### src/rtl/uart_rx_if.sv
// uart_rx_if: tick strobe, serial line and received-byte outputs of uart_rx.
// The slave modport is the receiver's view; the master modport is the view of
// whatever feeds the line and consumes the received bytes.
// Optional feature macro: UART_RX_PARITY_EN (adds o_parity_err).
interface uart_rx_if #(
  parameter int NB_DATA = 8
);
  logic               i_tick;
  logic               i_rx;
  logic [NB_DATA-1:0] o_data;
  logic               o_rxDone;
  logic               o_frame_err;
`ifdef UART_RX_PARITY_EN
  logic               o_parity_err;
`endif

  modport slave (
    input  i_tick,
    input  i_rx,
    output o_data,
    output o_rxDone,
    output o_frame_err
`ifdef UART_RX_PARITY_EN
    , output o_parity_err
`endif
  );

  modport master (
    output i_tick,
    output i_rx,
    input  o_data,
    input  o_rxDone,
    input  o_frame_err
`ifdef UART_RX_PARITY_EN
    , input  o_parity_err
`endif
  );
endinterface

### src/rtl/uart_rx.sv
// uart_rx: 16x-oversampling UART receiver, LSB-first frames.
// Each completed frame updates o_data / o_frame_err and pulses o_rxDone for
// one clk, even when the stop bit is bad.
// Optional feature macro: UART_RX_PARITY_EN (parity bit between data and stop,
// parameter PARITY_ODD, output o_parity_err). The interface instance must use
// the same NB_DATA as this module.
module uart_rx #(
  parameter int NB_DATA     = 8,
  parameter int NB_STOP     = 16,
  parameter int NB_TICK_CNT = 4
`ifdef UART_RX_PARITY_EN
  , parameter bit PARITY_ODD = 1'b0
`endif
) (
  input  logic     clk,
  input  logic     i_rst_n,
  uart_rx_if.slave rx_if
);

  localparam int NB_BIT_CNT = (NB_DATA > 1) ? $clog2(NB_DATA) : 1;

  localparam logic [2:0] IDLE   = 3'd0;
  localparam logic [2:0] START  = 3'd1;
  localparam logic [2:0] DATA   = 3'd2;
  localparam logic [2:0] STOP   = 3'd3;
`ifdef UART_RX_PARITY_EN
  localparam logic [2:0] PARITY = 3'd4;
`endif

  localparam logic [NB_TICK_CNT-1:0] MID_TICK  = NB_TICK_CNT'(7);
  localparam logic [NB_TICK_CNT-1:0] LAST_TICK = NB_TICK_CNT'(15);
  localparam logic [NB_TICK_CNT-1:0] STOP_TICK = NB_TICK_CNT'(NB_STOP - 1);
  localparam logic [NB_BIT_CNT-1:0]  LAST_BIT  = NB_BIT_CNT'(NB_DATA - 1);

  logic                   rx_meta_reg, rx_s_reg;
  logic [2:0]             state_reg, state_next;
  logic [NB_TICK_CNT-1:0] tick_cnt_reg, tick_cnt_next;
  logic [NB_BIT_CNT-1:0]  bit_cnt_reg, bit_cnt_next;
  logic [NB_DATA-1:0]     shift_reg, shift_next;
  logic [NB_DATA-1:0]     data_reg, data_next;
  logic                   done_reg, done_next;
  logic                   frame_err_reg, frame_err_next;
`ifdef UART_RX_PARITY_EN
  logic                   parity_reg, parity_next;
  logic                   parity_err_reg, parity_err_next;
`endif

  // Two-flop synchroniser for the asynchronous line; idles high out of reset.
  always_ff @(posedge clk) begin
    if (!i_rst_n) begin
      rx_meta_reg <= 1'b1;
      rx_s_reg    <= 1'b1;
    end else begin
      rx_meta_reg <= rx_if.i_rx;
      rx_s_reg    <= rx_meta_reg;
    end
  end

  // Frame FSM: everything but the start-edge detect waits for a baud tick.
  always_comb begin
    state_next     = state_reg;
    tick_cnt_next  = tick_cnt_reg;
    bit_cnt_next   = bit_cnt_reg;
    shift_next     = shift_reg;
    data_next      = data_reg;
    done_next      = 1'b0;
    frame_err_next = frame_err_reg;
`ifdef UART_RX_PARITY_EN
    parity_next     = parity_reg;
    parity_err_next = parity_err_reg;
`endif
    case (state_reg)
      IDLE: begin
        if (!rx_s_reg) begin
          state_next    = START;
          tick_cnt_next = '0;
        end
      end
      START: begin
        if (rx_if.i_tick) begin
          if (tick_cnt_reg == MID_TICK) begin
            // Still low at mid start bit: genuine start; otherwise a glitch.
            if (!rx_s_reg) begin
              state_next    = DATA;
              tick_cnt_next = '0;
              bit_cnt_next  = '0;
            end else begin
              state_next = IDLE;
            end
          end else begin
            tick_cnt_next = tick_cnt_reg + 1'b1;
          end
        end
      end
      DATA: begin
        if (rx_if.i_tick) begin
          if (tick_cnt_reg == LAST_TICK) begin
            shift_next    = {rx_s_reg, shift_reg[NB_DATA-1:1]};
            tick_cnt_next = '0;
            if (bit_cnt_reg == LAST_BIT) begin
`ifdef UART_RX_PARITY_EN
              state_next = PARITY;
`else
              state_next = STOP;
`endif
            end else begin
              bit_cnt_next = bit_cnt_reg + 1'b1;
            end
          end else begin
            tick_cnt_next = tick_cnt_reg + 1'b1;
          end
        end
      end
`ifdef UART_RX_PARITY_EN
      PARITY: begin
        if (rx_if.i_tick) begin
          if (tick_cnt_reg == LAST_TICK) begin
            parity_next   = rx_s_reg;
            tick_cnt_next = '0;
            state_next    = STOP;
          end else begin
            tick_cnt_next = tick_cnt_reg + 1'b1;
          end
        end
      end
`endif
      STOP: begin
        if (rx_if.i_tick) begin
          if (tick_cnt_reg == STOP_TICK) begin
            // Leave at mid stop bit so an immediately following start edge is seen.
            data_next      = shift_reg;
            frame_err_next = ~rx_s_reg;
            done_next      = 1'b1;
`ifdef UART_RX_PARITY_EN
            parity_err_next = ^shift_reg ^ parity_reg ^ PARITY_ODD;
`endif
            state_next     = IDLE;
          end else begin
            tick_cnt_next = tick_cnt_reg + 1'b1;
          end
        end
      end
      default: state_next = IDLE;
    endcase
  end

  // State and output registers; reset aborts any frame in progress silently.
  always_ff @(posedge clk) begin
    if (!i_rst_n) begin
      state_reg     <= IDLE;
      tick_cnt_reg  <= '0;
      bit_cnt_reg   <= '0;
      shift_reg     <= '0;
      data_reg      <= '0;
      done_reg      <= 1'b0;
      frame_err_reg <= 1'b0;
`ifdef UART_RX_PARITY_EN
      parity_reg     <= 1'b0;
      parity_err_reg <= 1'b0;
`endif
    end else begin
      state_reg     <= state_next;
      tick_cnt_reg  <= tick_cnt_next;
      bit_cnt_reg   <= bit_cnt_next;
      shift_reg     <= shift_next;
      data_reg      <= data_next;
      done_reg      <= done_next;
      frame_err_reg <= frame_err_next;
`ifdef UART_RX_PARITY_EN
      parity_reg     <= parity_next;
      parity_err_reg <= parity_err_next;
`endif
    end
  end

  assign rx_if.o_data      = data_reg;
  assign rx_if.o_rxDone    = done_reg;
  assign rx_if.o_frame_err = frame_err_reg;
`ifdef UART_RX_PARITY_EN
  assign rx_if.o_parity_err = parity_err_reg;
`endif

endmodule
### src/flat_wrapper.sv
// flat-port wrapper written by rule: the top's interface ports become plain ports
module uart_rx_flat 
#(
  parameter int NB_DATA     = 8,
  parameter int NB_STOP     = 16,
  parameter int NB_TICK_CNT = 4

)
  (clk, i_rst_n, rx_if_i_tick, rx_if_i_rx, rx_if_o_data, rx_if_o_rxDone, rx_if_o_frame_err);
  uart_rx_if #(.NB_DATA(NB_DATA)) rx_if_i ();
  input  logic clk;
  input  logic i_rst_n;
  input wire logic [$bits(rx_if_i.i_tick)-1:0] rx_if_i_tick;
  input wire logic [$bits(rx_if_i.i_rx)-1:0] rx_if_i_rx;
  output wire logic [$bits(rx_if_i.o_data)-1:0] rx_if_o_data;
  output wire logic [$bits(rx_if_i.o_rxDone)-1:0] rx_if_o_rxDone;
  output wire logic [$bits(rx_if_i.o_frame_err)-1:0] rx_if_o_frame_err;
  assign rx_if_i.i_tick = rx_if_i_tick;
  assign rx_if_i.i_rx = rx_if_i_rx;
  assign rx_if_o_data = rx_if_i.o_data;
  assign rx_if_o_rxDone = rx_if_i.o_rxDone;
  assign rx_if_o_frame_err = rx_if_i.o_frame_err;
  uart_rx #(.NB_DATA(NB_DATA), .NB_STOP(NB_STOP), .NB_TICK_CNT(NB_TICK_CNT)) u_core (.clk(clk), .i_rst_n(i_rst_n), .rx_if(rx_if_i));
endmodule
### config.mk
export PLATFORM = sky130hd
export DESIGN_NAME = uart_rx_flat
export DESIGN_NICKNAME = d
export VERILOG_FILES = /design/src/rtl/uart_rx_if.sv /design/src/rtl/uart_rx.sv /design/src/flat_wrapper.sv
export SDC_FILE = /design/constraint.sdc
export NUM_CORES = 1
export LEC_CHECK = 0
export CAP_MARGIN = 20
export CORE_MARGIN = 4
export CORE_UTILIZATION = 45
export CTS_CLUSTER_SIZE = 16
export DETAILED_ROUTE_END_ITERATION = 10
export PLACE_DENSITY = 0.66
export RECOVER_POWER = 50
export SYNTH_ARGS = -nofsm -noshare
export SYNTH_HDL_FRONTEND = slang
export SYNTH_SLANG_ARGS = --single-unit
export TNS_END_PERCENT = 50
### constraint.sdc
create_clock -name clk -period 5.3 [get_ports clk]
set_input_delay 0.53 -clock clk [delete_from_list [all_inputs] [get_ports clk]]
set_output_delay 0.53 -clock clk [all_outputs]
set_load 0.005 [all_outputs]
==> Word level (Yosys, flattened, before mapping) <==
Index checks and enable logic that the tools add are counted.
{ "totals": {"input_bits": 4, "word_cells": 64, "out_inout_bits": 10, "regBits": 30} }
{ "op_classes": {"eq_ne": 17, "n_mux": 26, "addsub": 2, "bitwise_logic": 1, "reduce_logical": 9} }
{ "op_table": {"columns": ["operator", "count"], "rows": [
  ["$mux 3", 14],
  ["$mux 4", 7],
  ["$pmux 4 s4", 1],
  ["$ne 2x2->1 const B", 7],
  ["$pmux 3 s4", 1],
  ["$reduce_and 3->1", 3],
  ["$ne 2x1->1 const B", 4],
  ["$reduce_and 8->1", 1],
  ["$reduce_and 7->1", 1],
  ["$eq 3x2->1 const B", 2],
  ["$pmux 3 s2", 1],
  ["$reduce_and 5->1", 1],
  ["$add 4x1->4 const B", 1],
  ["$eq 4x3->1 const B", 1],
  ["$eq 4x4->1 const B", 1],
  ["$reduce_bool 4->1", 1],
  ["$add 3x1->3 const B", 1],
  ["$eq 3x1->1 const B", 1],
  ["$eq 3x3->1 const B", 1],
  ["$logic_not 3->1", 1],
  ["$mux 2", 1],
  ["$reduce_bool 2->1", 1],
  ["$mux 1", 1],
  ["$not 1->1", 1]
]} }

==> Logic depth before layout (Yosys ltp) <==
Gate-level depths: netlist of run 1.
{ "depth": {"word_depth": 5, "mapped_depth": 6} }

==> Least setup slack after synthesis of run 1 <==
No wires, ideal clock.
{ "synth_path": {"path_type": "reg-to-reg", "startpoint": "register u_core.tick_cnt_reg[0]", "endpoint": "register u_core.bit_cnt_reg[0]", "n_path_buf": 0, "t_arrival_ps": 1625, "path_stages_with_launch": 6, "path_slack_ps": 3604, "path_cell_list": "dfxtp_1 -> ha_1 -> nand3_2 -> o32a_1 -> or4_1 -> a21oi_1"} }
{ "synth_via": {"elab_chain_len": 3, "elab_cells_between_ends": 5, "cone_classes": "eq/ne (4); reduce/logical (1)"} }
{ "synth_rtl": {"columns": ["element", "line_no", "text"], "rows": [
  ["from (decl)", "uart_rx.sv:37", "logic [NB_TICK_CNT-1:0] tick_cnt_reg, tick_cnt_next;"],
  ["from (signal assigned)", "uart_rx.sv:163", "tick_cnt_reg <= tick_cnt_next;"],
  ["$eq 4x4->1 / $eq 4x3->1 (equally long branches)", "uart_rx.sv:97, uart_rx.sv:81", null],
  ["$ne 2x1->1 (no source line)", null, null],
  ["$reduce_and 7->1 (no source line) (*)", null, null],
  ["to (signal assigned)", "uart_rx.sv:164", "bit_cnt_reg <= bit_cnt_next;"],
  ["to (decl)", "uart_rx.sv:38", "logic [NB_BIT_CNT-1:0] bit_cnt_reg, bit_cnt_next;"]
]} }
Every way passes the cells marked *; elsewhere a longest branch is shown, timed or not.
A chain may end at the register's enable or synchronous reset.

==> Worst setup path after layout of run 1 <==
{ "layout_path": {"startpoint": "input rx_if_i_tick", "endpoint": "register u_core.data_reg[3], in the netlist u_core.rx_if.o_data[3]"} }
{ "layout_via": {"elab_chain_len": 1} }
{ "layout_rtl": {"columns": ["element", "line_no", "text"], "rows": [
  ["from (decl)", "flat_wrapper.sv:13", "input wire logic [$bits(rx_if_i.i_tick)-1:0] rx_if_i_tick;"],
  ["$reduce_and 3->1 (no source line)", null, null],
  ["to (signal assigned)", "uart_rx.sv:166", "data_reg <= data_next;"],
  ["to (decl)", "uart_rx.sv:40", "logic [NB_DATA-1:0] data_reg, data_next;"]
]} }
No other way between the ends.

==> run_results.csv, run 1 <==
group,metric,value,unit
detailed_routing,dr_total_vias,955,
pwr,leakagePower,0.5161,nW
cts,post_cts_resized,0,
floorplanning,rows,18,
cells_and_area,fin_area,1450,µm²
setup_path,arrival,2.57,ns
cells_and_area,fin_cells,178,
detailed_routing,wire_per_inst,13.10,µm
timing,period_share,0.4472,
global_route,antenna_found_initial,0,
detailed_routing,drc,0,
cts,htreeDepth,2,
yosys,synth_seq_area_share,0.4649,
timing,setup_violations,0,
timing,grt_setup_unrepaired,"no",
place,placed_cells,170,
setup_path,critPathLaunchType,"input pin",
yosys,synth_simple_gate_area_frac,0.2214,
yosys,synth_compound_area_frac,0.08717,
detailed_routing,drt-total-wl,2331,µm
yosys,synth_nets,141,
cells_and_area,fin_nets,154,
timing,tns,0,ns
global_route,grt_use_total,0.1427,
worst_hold_path,hold_path.startpoint,"u_core.rx_meta_reg",
cells_and_area,diodes,0,
cells_and_area,layout_commonest_cell,"dfxtp_1",
cts,cts_setup_buffers,0,
floorplanning,die_y,60.68,µm
place,port_buffers,13,
place,pre_cts_slack,2.625,ns
setup_path,crit_path_end_kind,"flop",
yosys,synth.distinct_cells,27,
cts,clkLatencyLatePin,0.33,ns
pwr,clkPwrFrac,0.396,
cts,cts_inserted_buffers,5,
cts,cts_tree,"built",
yosys,ys_warn_count,0,
cells_and_area,final_cell_mix,"dfxtp_1 (29), mux2i_1 (19), nor2_1 (16)",
run,cap_violations,0,
setup_path,crit_start,"rx_if_i_tick",
timing,fin_hold_ws,0.4158,ns
floorplanning,die_area,3681,µm²
yosys,synthAdderAreaFrac,0.03006,
place,dp_hpwl,1553,µm
worst_hold_path,holdCritPathClass,"reg -> reg",
cts,cts_buffer_depth,2,
setup_path,rr_startpoint,"u_core.tick_cnt_reg[0]",
setup_path,crit_required,5.50,ns
global_route,grt_max_degree,23,
place,postPlaceCellArea,1389,µm²
yosys,synth_area_per_cell,9.319,µm²
place,gp_congestion,0.7998,
timing,clock_skew,0.006149,ns
cells_and_area,final_util,0.5648,
pwr,comb_power_share,0.035,
timing,setup_ws,2.930,ns
detailed_routing,ant_nets,0,
yosys,synth_xor_xnor_area_share,0.007014,
setup_path,path_class,"in -> reg",
status,status,"complete, no violations",
timing,relSlewSlack,0.3089,
yosys,synth_area,1249,µm²
cts,cts.sinks,29,
yosys,synth_mux_area_frac,0.1613,
timing,period_needed,2.370,ns
detailed_routing,first_pass_iters,4,
cts,cts_hold_buf,0,
pwr,ir_worst_vdd,0.0002015,V
global_route,grt.overflow.total,0,
setup_path,worst-path-max-fanout,11,
floorplanning,core,2567,µm²
pwr,p_sw,0.08741,mW
global_route,grt_pass1_vias,843,
floorplanning,boundaryPins,14,
cts,clockRootBuffer,"clkbuf_4",
yosys,ys_seq_elements,29,
floorplanning,start_util,0.4864,
yosys,syn_inst,134,
floorplanning,die_x,60.68,µm
pwr,p_seq_frac,0.569,
timing,max_freq,421.9,MHz
timing,tightestPinTransition,1.033,ns
pwr,internal-power,0.3015,mW
timing,final_hold_viol_count,0,
yosys,synth_top_family_by_area,"simple AND/OR/NAND/NOR gates",
pwr,p_total,0.3889,mW
detailed_routing,first_iter_violations,60,
cells_and_area,fill_cells,250,
cells_and_area,drive_above_1_share,0.06081,
global_route,grt_first_pass_wirelength,3760,µm
pwr,power.density,268.2,nW/µm²
detailed_routing,vias_per_cell,5.365,
cts,clkTransAtPathRegs,0.09,ns
pwr,switching_share,0.2248,
cells_and_area,synthToLayoutAreaGrowth,16.13,%
timing,drv_slew,0,
## logic make-up (layout without fill, tap and decap cells)
family	count (synthesis)	count (layout)
simple gates	54	54
flops	29	29
mux	20	20
compound gates	18	18
buf+inv	9	23
fa+ha+maj	3	3
xor+xnor	1	1
## worst max-delay path: stages
cell and delay, ns:
dlygate4sd3_1 0.70, nand4_1 0.17, nor2_1 0.82, mux2i_1 0.28
nor2_1 0.06
## path summary, 6_finish.rpt
check	depth (start not counted)	end	slack (ns)
setup / recovery	5	u_core.rx_if.o_data[3]	2.93
hold / removal	1	u_core.rx_s_reg	0.42
setup reg to reg	5	u_core.rx_if.o_data[3]	3.20
hold reg to reg	1	u_core.rx_s_reg	0.42
## cell usage after synthesis
library cell | instances | area (µm²)
dfxtp_1 | 29 | 580.6
mux2i_1 | 19 | 190.2
nor2_1 | 15 | 56.30
nand2_1 | 10 | 37.54
nor2b_1 | 8 | 50.05
o21ai_0 | 7 | 35.03
clkbuf_1 | 6 | 22.52
nand3_1 | 6 | 30.03
nand2b_1 | 5 | 31.28
a21oi_1 | 3 | 15.01
a31oi_1 | 3 | 18.77
ha_1 | 3 | 37.54
nand4_1 | 3 | 18.77
and2_1 | 2 | 12.51
inv_1 | 2 | 7.510
o22ai_1 | 2 | 12.51
a211oi_1 | 1 | 7.510
a311o_1 | 1 | 10.01
and3b_2 | 1 | 10.01
buf_2 | 1 | 5.000
mux2_2 | 1 | 11.26
nand3_2 | 1 | 10.01
nor2_2 | 1 | 6.260
o32a_1 | 1 | 10.01
or3_1 | 1 | 6.260
or4_1 | 1 | 7.510
xnor2_1 | 1 | 8.760
## power by group through the flow
| stage | Clock [mW] | Sequential, mW | Combinational [mW] |
|---|---|---|---|
| finish | 0.154 | 0.221 | 0.0135 |
| global route | 0.167 | 0.222 | 0.0152 |
| floorplan | 0 | 0.225 | 0.0104 |
| CTS | 0.159 | 0.221 | 0.0141 |
| global placement | 0 | 0.226 | 0.0136 |
| detailed placement | 0 | 0.226 | 0.0140 |
## routing by layer
metal | part of all wire | routed length, µm | GRT usage | vias to the layer above
met5 | 0 | 0 | 0 | -
met4 | 0.019 | 45 | 0.06502 | 0
met3 | 0.041 | 95 | 0.05745 | 6
met2 | 0.44 | 1035 | 0.2107 | 14
met1 | 0.50 | 1154 | 0.1825 | 445
li1 | - | - | - | 490
## area by class of cell
type,instances,area (µm²),share of cell area
clock buffers,7,65.06,0.04487
clock inverters,1,5.005,0.003451
inverters,2,7.507,0.005177
multi-input cells,96,624.3,0.4305
flip-flops and latches,29,580.6,0.4003
well taps,30,37.54,0.02588
repair buffers,13,130.1,0.08973
No activity file was read; power rests on OpenSTA's default activity.
==> run 2: changes to the inputs <==
==> constraint.sdc (replaced) <==
create_clock -name clk -period 2.3 [get_ports clk]
set_input_delay 0.23 -clock clk [delete_from_list [all_inputs] [get_ports clk]]
set_output_delay 0.23 -clock clk [all_outputs]
set_load 0.005 [all_outputs]
==> run_results.csv, run 2 (same netlist as run 1, synthesis figures left out) <==
group,metric,value,unit
cts,cts_hold_buf,0,
worst_hold_path,hold_path.startpoint,"u_core.rx_meta_reg",
global_route,grt.overflow.total,0,
floorplanning,boundaryPins,14,
run,cap_violations,0,
place,gp_congestion,0.8391,
pwr,power.density,654.5,nW/µm²
place,placed_cells,174,
detailed_routing,drt-total-wl,2364,µm
global_route,antenna_found_initial,0,
setup_path,crit_required,2.56,ns
setup_path,reg2reg_depth,5,
floorplanning,die_x,60.68,µm
floorplanning,core,2567,µm²
cts,cts_inserted_buffers,5,
global_route,grt_max_degree,22,
worst_hold_path,holdPathStages,1,
global_route,grt_first_pass_wirelength,4022,µm
detailed_routing,wire_per_inst,12.99,µm
cells_and_area,fin_cells,182,
cells_and_area,drive_above_1_share,0.07895,
cts,cts_buffer_depth,2,
setup_path,worst-path-max-fanout,6,
timing,tns,0,ns
timing,setup_violations,0,
floorplanning,start_util,0.4864,
floorplanning,rows,18,
cts,clkTransAtPathRegs,0.10,ns
setup_path,crit_path_end_kind,"flop",
status,status,"complete, no violations",
setup_path,rr_startpoint,"u_core.tick_cnt_reg[0]",
floorplanning,die_area,3681,µm²
place,port_buffers,13,
cts,htreeDepth,2,
setup_path,arrival,2.10,ns
cts,post_cts_resized,0,
cts,clkLatencyLatePin,0.33,ns
global_route,grt_use_total,0.1531,
setup_path,regToRegSetupSlack,0.47,ns
timing,grt_setup_unrepaired,"no",
setup_path,critPathLaunchType,"flop",
timing,clock_skew,0.009753,ns
timing,max_freq,545.2,MHz
global_route,grt_pass1_vias,909,
timing,final_hold_viol_count,0,
worst_hold_path,worstHoldEndpoint,"u_core.rx_s_reg",
worst_hold_path,holdCritPathClass,"reg -> reg",
global_route,grt_use_met2,0.2351,
setup_path,crit_chain,"ha_1 > nand3_2 > o32a_1 > or4_1 > a21oi_1",
pwr,p_total,0.9785,mW
timing,drv_slew,0,
setup_path,r2r-end,"u_core.bit_cnt_reg[0]",
cts,cts.sinks,29,
detailed_routing,drc,0,
setup_path,critical-path-slowest-cell,"or4_1",
cells_and_area,final_cell_mix,"dfxtp_1 (29), mux2i_1 (19), nor2_1 (15)",
cells_and_area,diodes,0,
detailed_routing,ant_nets,0,
detailed_routing,first_iter_violations,22,
cts,cts_setup_buffers,0,
pwr,ir_worst_vdd,0.0005055,V
detailed_routing,first_pass_iters,4,
detailed_routing,vias_per_cell,5.385,
setup_path,path_buf_inv,0,
global_route,grt_util_met1,0.1758,
setup_path,cpPeakStageDelay,0.47,ns
setup_path,critPathTopFamily,"simple AND/OR/NAND/NOR gates",
detailed_routing,dr_total_vias,980,
setup_path,path_class,"reg -> reg",
pwr,leakagePower,0.5326,nW
cells_and_area,synthToLayoutAreaGrowth,19.74,%
cells_and_area,layout_commonest_cell,"dfxtp_1",
place,dp_hpwl,1606,µm
timing,period_needed,1.834,ns
cells_and_area,fin_nets,158,
timing,relSlewSlack,0.4880,
floorplanning,die_y,60.68,µm
timing,tightestPinTransition,0.7681,ns
timing,period_share,0.7975,
global_route,grt-busiest-layer,"met2",
global_route,grt_use_met3,0.07872,
cts,clockRootBuffer,"clkbuf_4",
cts,cts_tree,"built",
==> run 2: cell types whose count changed in the layout (fill, tap and decap cells not counted), sizes merged <==
cell	change
buf	+2
bufinv	+1
clkbuf	+2
clkdlybuf4s50	+1
clkinv	-1
dlygate4sd3	-1
==> run 2: layout make-up <==
| class | instances | area, µm² |
|---|---|---|
| fillers | 245 | 1072 |
| multi-input cells | 96 | 631.9 |
| flip-flops and latches | 29 | 580.6 |
| repair buffers | 17 | 152.6 |
| clock buffers | 7 | 55.05 |
| well taps | 30 | 37.54 |
| clock inverters | 1 | 30.03 |
| inverters | 2 | 7.507 |
==> run 2: worst register-to-register path: stages, from the launching register on <==
cell	delay, ns
dfxtp_1	0.39
ha_1	0.27
nand3_2	0.14
o32a_1	0.37
or4_1	0.47
a21oi_1	0.13
==> run 2: worst max path at each step <==
stage,slack (ns),cells after the start,startpoint,end
after global routing,0.31,6,u_core.tick_cnt_reg[0],u_core.rx_if.o_data[7]
final,0.47,5,u_core.tick_cnt_reg[0],u_core.bit_cnt_reg[0]
after CTS,0.48,5,u_core.tick_cnt_reg[0],u_core.bit_cnt_reg[0]
after detailed placement,0.50,5,u_core.tick_cnt_reg[0],u_core.bit_cnt_reg[0]
after floorplan,0.60,5,u_core.tick_cnt_reg[0],u_core.bit_cnt_reg[0]
after global placement,0.52,5,rx_if_i_tick,u_core.shift_reg[5]
==> run 2: metrics by stage <==
stage / instance area [µm²] / util / setup WS [ns] / hold slack, ns
global placement: 1419 / 0.5526 / 0.5192 / 0.3914
floorplan: 1249 / - / 0.6042 / 0.3030
CTS: 1504 / 0.5858 / 0.4836 / 0.4170
global route: 1495 / 0.5824 / 0.3068 / 0.4477
detailed placement: 1419 / 0.5526 / 0.4992 / 0.3956
finish: 1495 / 0.5824 / 0.4657 / 0.4125
==> run 2: power breakdown <==
| part | leakage (nW) | switching (mW) | internal, mW | total [mW] |
|---|---|---|---|---|
| combinational | 0.253 | 0.0181 | 0.0146 | 0.0327 |
| clock | 0.0455 | 0.176 | 0.259 | 0.436 |
| sequential | 0.234 | 0.00512 | 0.505 | 0.510 |
| total | 0.533 | 0.200 | 0.779 | 0.979 |
==> run 2: routing by layer <==
metal	vias up	part of all wire	wire (µm)
li1	501	-	-
met1	450	0.48	1128
met2	24	0.44	1049
met3	5	0.062	146
met4	0	0.017	40
met5	-	0	0
==> run 3: changes to the inputs <==
==> constraint.sdc (replaced) <==
create_clock -name clk -period 1.9 [get_ports clk]
set_input_delay 0.19 -clock clk [delete_from_list [all_inputs] [get_ports clk]]
set_output_delay 0.19 -clock clk [all_outputs]
set_load 0.005 [all_outputs]
==> run_results.csv, run 3 (same netlist as run 1, synthesis figures left out) <==
group,metric,value,unit
status,status,"complete, no violations",
setup_path,worst-path-max-fanout,6,
pwr,p_seq_frac,0.570,
detailed_routing,first_iter_violations,29,
setup_path,crit_start,"u_core.tick_cnt_reg[0]",
floorplanning,die_y,60.68,µm
setup_path,path_buf_inv,0,
worst_hold_path,holdCritPathClass,"reg -> reg",
place,dp_hpwl,1617,µm
floorplanning,core,2567,µm²
setup_path,arrival,2.05,ns
setup_path,critPathLaunchType,"flop",
timing,fin_hold_ws,0.4107,ns
pwr,p_sw,0.2400,mW
pwr,power.density,722.7,nW/µm²
floorplanning,boundaryPins,14,
cts,cts_buffer_depth,2,
detailed_routing,drt-met1-wl,1131,µm
setup_path,regToRegSetupSlack,0.11,ns
cts,cts.sinks,29,
cts,clkTransAtPathRegs,0.09,ns
cells_and_area,final_cell_mix,"dfxtp_1 (29), mux2i_1 (19), nor2_1 (15)",
floorplanning,die_area,3681,µm²
setup_path,path_class,"reg -> reg",
cells_and_area,fin_nets,159,
pwr,internal-power,0.8433,mW
detailed_routing,highest_layer,"met4",
worst_hold_path,worstHoldEndpoint,"u_core.rx_s_reg",
detailed_routing,drt-total-wl,2370,µm
cells_and_area,diodes,0,
cts,clkLatencyLatePin,0.33,ns
cts,cts_inserted_buffers,5,
pwr,clkPwrFrac,0.393,
cells_and_area,fin_area,1499,µm²
timing,setup_violations,0,
worst_hold_path,holdPathStages,1,
setup_path,r2r-end,"u_core.bit_cnt_reg[0]",
cts,clockRootBuffer,"clkbuf_4",
timing,relSlewSlack,0.4877,
place,placed_cells,175,
setup_path,cp.depth,5,
place,gp_congestion,0.7606,
cts,htreeDepth,2,
cts,cts_tree,"built",
cts,cts_hold_buf,0,
pwr,switching_share,0.2215,
place,postPlaceCellArea,1426,µm²
detailed_routing,drc,0,
timing,final_hold_viol_count,0,
global_route,grt_pass1_vias,946,
timing,drv_slew,0,
timing,tns,0,ns
detailed_routing,vias_per_cell,5.377,
setup_path,critical-path-slowest-cell,"or4_1",
cells_and_area,drive_above_1_share,0.1046,
setup_path,crit_path_end_kind,"flop",
run,cap_violations,0,
place,port_buffers,13,
detailed_routing,wire_per_inst,12.95,µm
timing,tightestPinTransition,0.7685,ns
cells_and_area,fin_cells,183,
global_route,grt_first_pass_wirelength,4057,µm
setup_path,reg2reg_depth,5,
detailed_routing,wl_met2,1079,µm
detailed_routing,ant_nets,0,
setup_path,crit_required,2.16,ns
pwr,comb_power_share,0.037,
timing,period_needed,1.789,ns
cells_and_area,synthToLayoutAreaGrowth,20.04,%
worst_hold_path,hold_path.startpoint,"u_core.rx_meta_reg",
setup_path,cpPeakStageDelay,0.48,ns
cells_and_area,final_util,0.5838,
timing,grt_setup_unrepaired,"no",
timing,period_share,0.9414,
setup_path,crit_chain,"ha_4 > nand3_2 > o32a_1 > or4_1 > a21oi_1",
detailed_routing,dr_total_vias,984,
floorplanning,start_util,0.4864,
detailed_routing,first_pass_iters,4,
global_route,grt_use_total,0.1511,
floorplanning,rows,18,
pwr,leakagePower,0.5336,nW
floorplanning,die_x,60.68,µm
cells_and_area,layout_commonest_cell,"dfxtp_1",
setup_path,critPathTopFamily,"simple AND/OR/NAND/NOR gates",
setup_path,rr_startpoint,"u_core.tick_cnt_reg[0]",
global_route,antenna_found_initial,0,
timing,clock_skew,0.006482,ns
detailed_routing,met3WireLength,112,µm
global_route,grt.overflow.total,0,
pwr,ir_worst_vdd,0.0005763,V
global_route,grt_max_degree,22,
timing,max_freq,559.1,MHz
==> run 3: cell count changes in the layout (fill, tap and decap cells not counted) <==
cell	before	now
bufinv_16	1	0
clkbuf_1	3	1
clkbuf_2	0	2
clkbuf_8	1	2
clkinv_2	0	1
ha_1	3	2
ha_4	0	1
==> run 3: worst max-delay path by stage <==
stage          slack (ns)                    end
2_1_floorplan        0.20  u_core.bit_cnt_reg[0]
3_3_place_gp         0.12  u_core.bit_cnt_reg[0]
3_5_place_dp         0.08  u_core.bit_cnt_reg[0]
4_1_cts              0.05  u_core.bit_cnt_reg[0]
5_1_grt             0.004  u_core.bit_cnt_reg[0]
6_report             0.11  u_core.bit_cnt_reg[0]
==> run 3: stage by stage <==
stage	total power, mW	worst slack, ns
floorplan	0.6568	0.2042
global placement	0.6717	0.1243
detailed placement	0.6724	0.07705
CTS	1.098	0.04991
global route	1.130	0.004345
finish	1.083	0.1113
==> run 3: power groups by stage <==
stage          Sequential, mW  Combinational [mW]  Clock [mW]
2_1_floorplan           0.628              0.0291           0
3_3_place_gp            0.631              0.0405           0
3_5_place_dp            0.631              0.0413           0
4_1_cts                 0.617              0.0415       0.440
5_1_grt                 0.618              0.0448       0.466
6_report                0.617              0.0399       0.426
==> run 3: routing by layer <==
metal  up-vias  track usage
li1        503            -
met1       458       0.1893
met2        18       0.2290
met3         5      0.05745
met4         0      0.07121
met5         -            0
==> run 3: final cells by class <==
cell class              count  area (µm²)
multi-input cells          96       644.4
repair buffers             18       158.9
well taps                  30       37.54
inverters                   2       7.507
clock inverters             1       5.005
fillers                   254        1069
clock buffers               7       65.06
flip-flops and latches     29       580.6
==> run 3: worst reg2reg max path: stages, from the launching register on <==
cell and delay, ns:
dfxtp_1 0.43, ha_4 0.19, nand3_2 0.12, o32a_1 0.38
or4_1 0.48, a21oi_1 0.13
==> run 3: what timing repair did <==
action,CTS,global route
buffers inserted,0,0
endpoints found under the setup margin,0,1
resized for setup,0,2
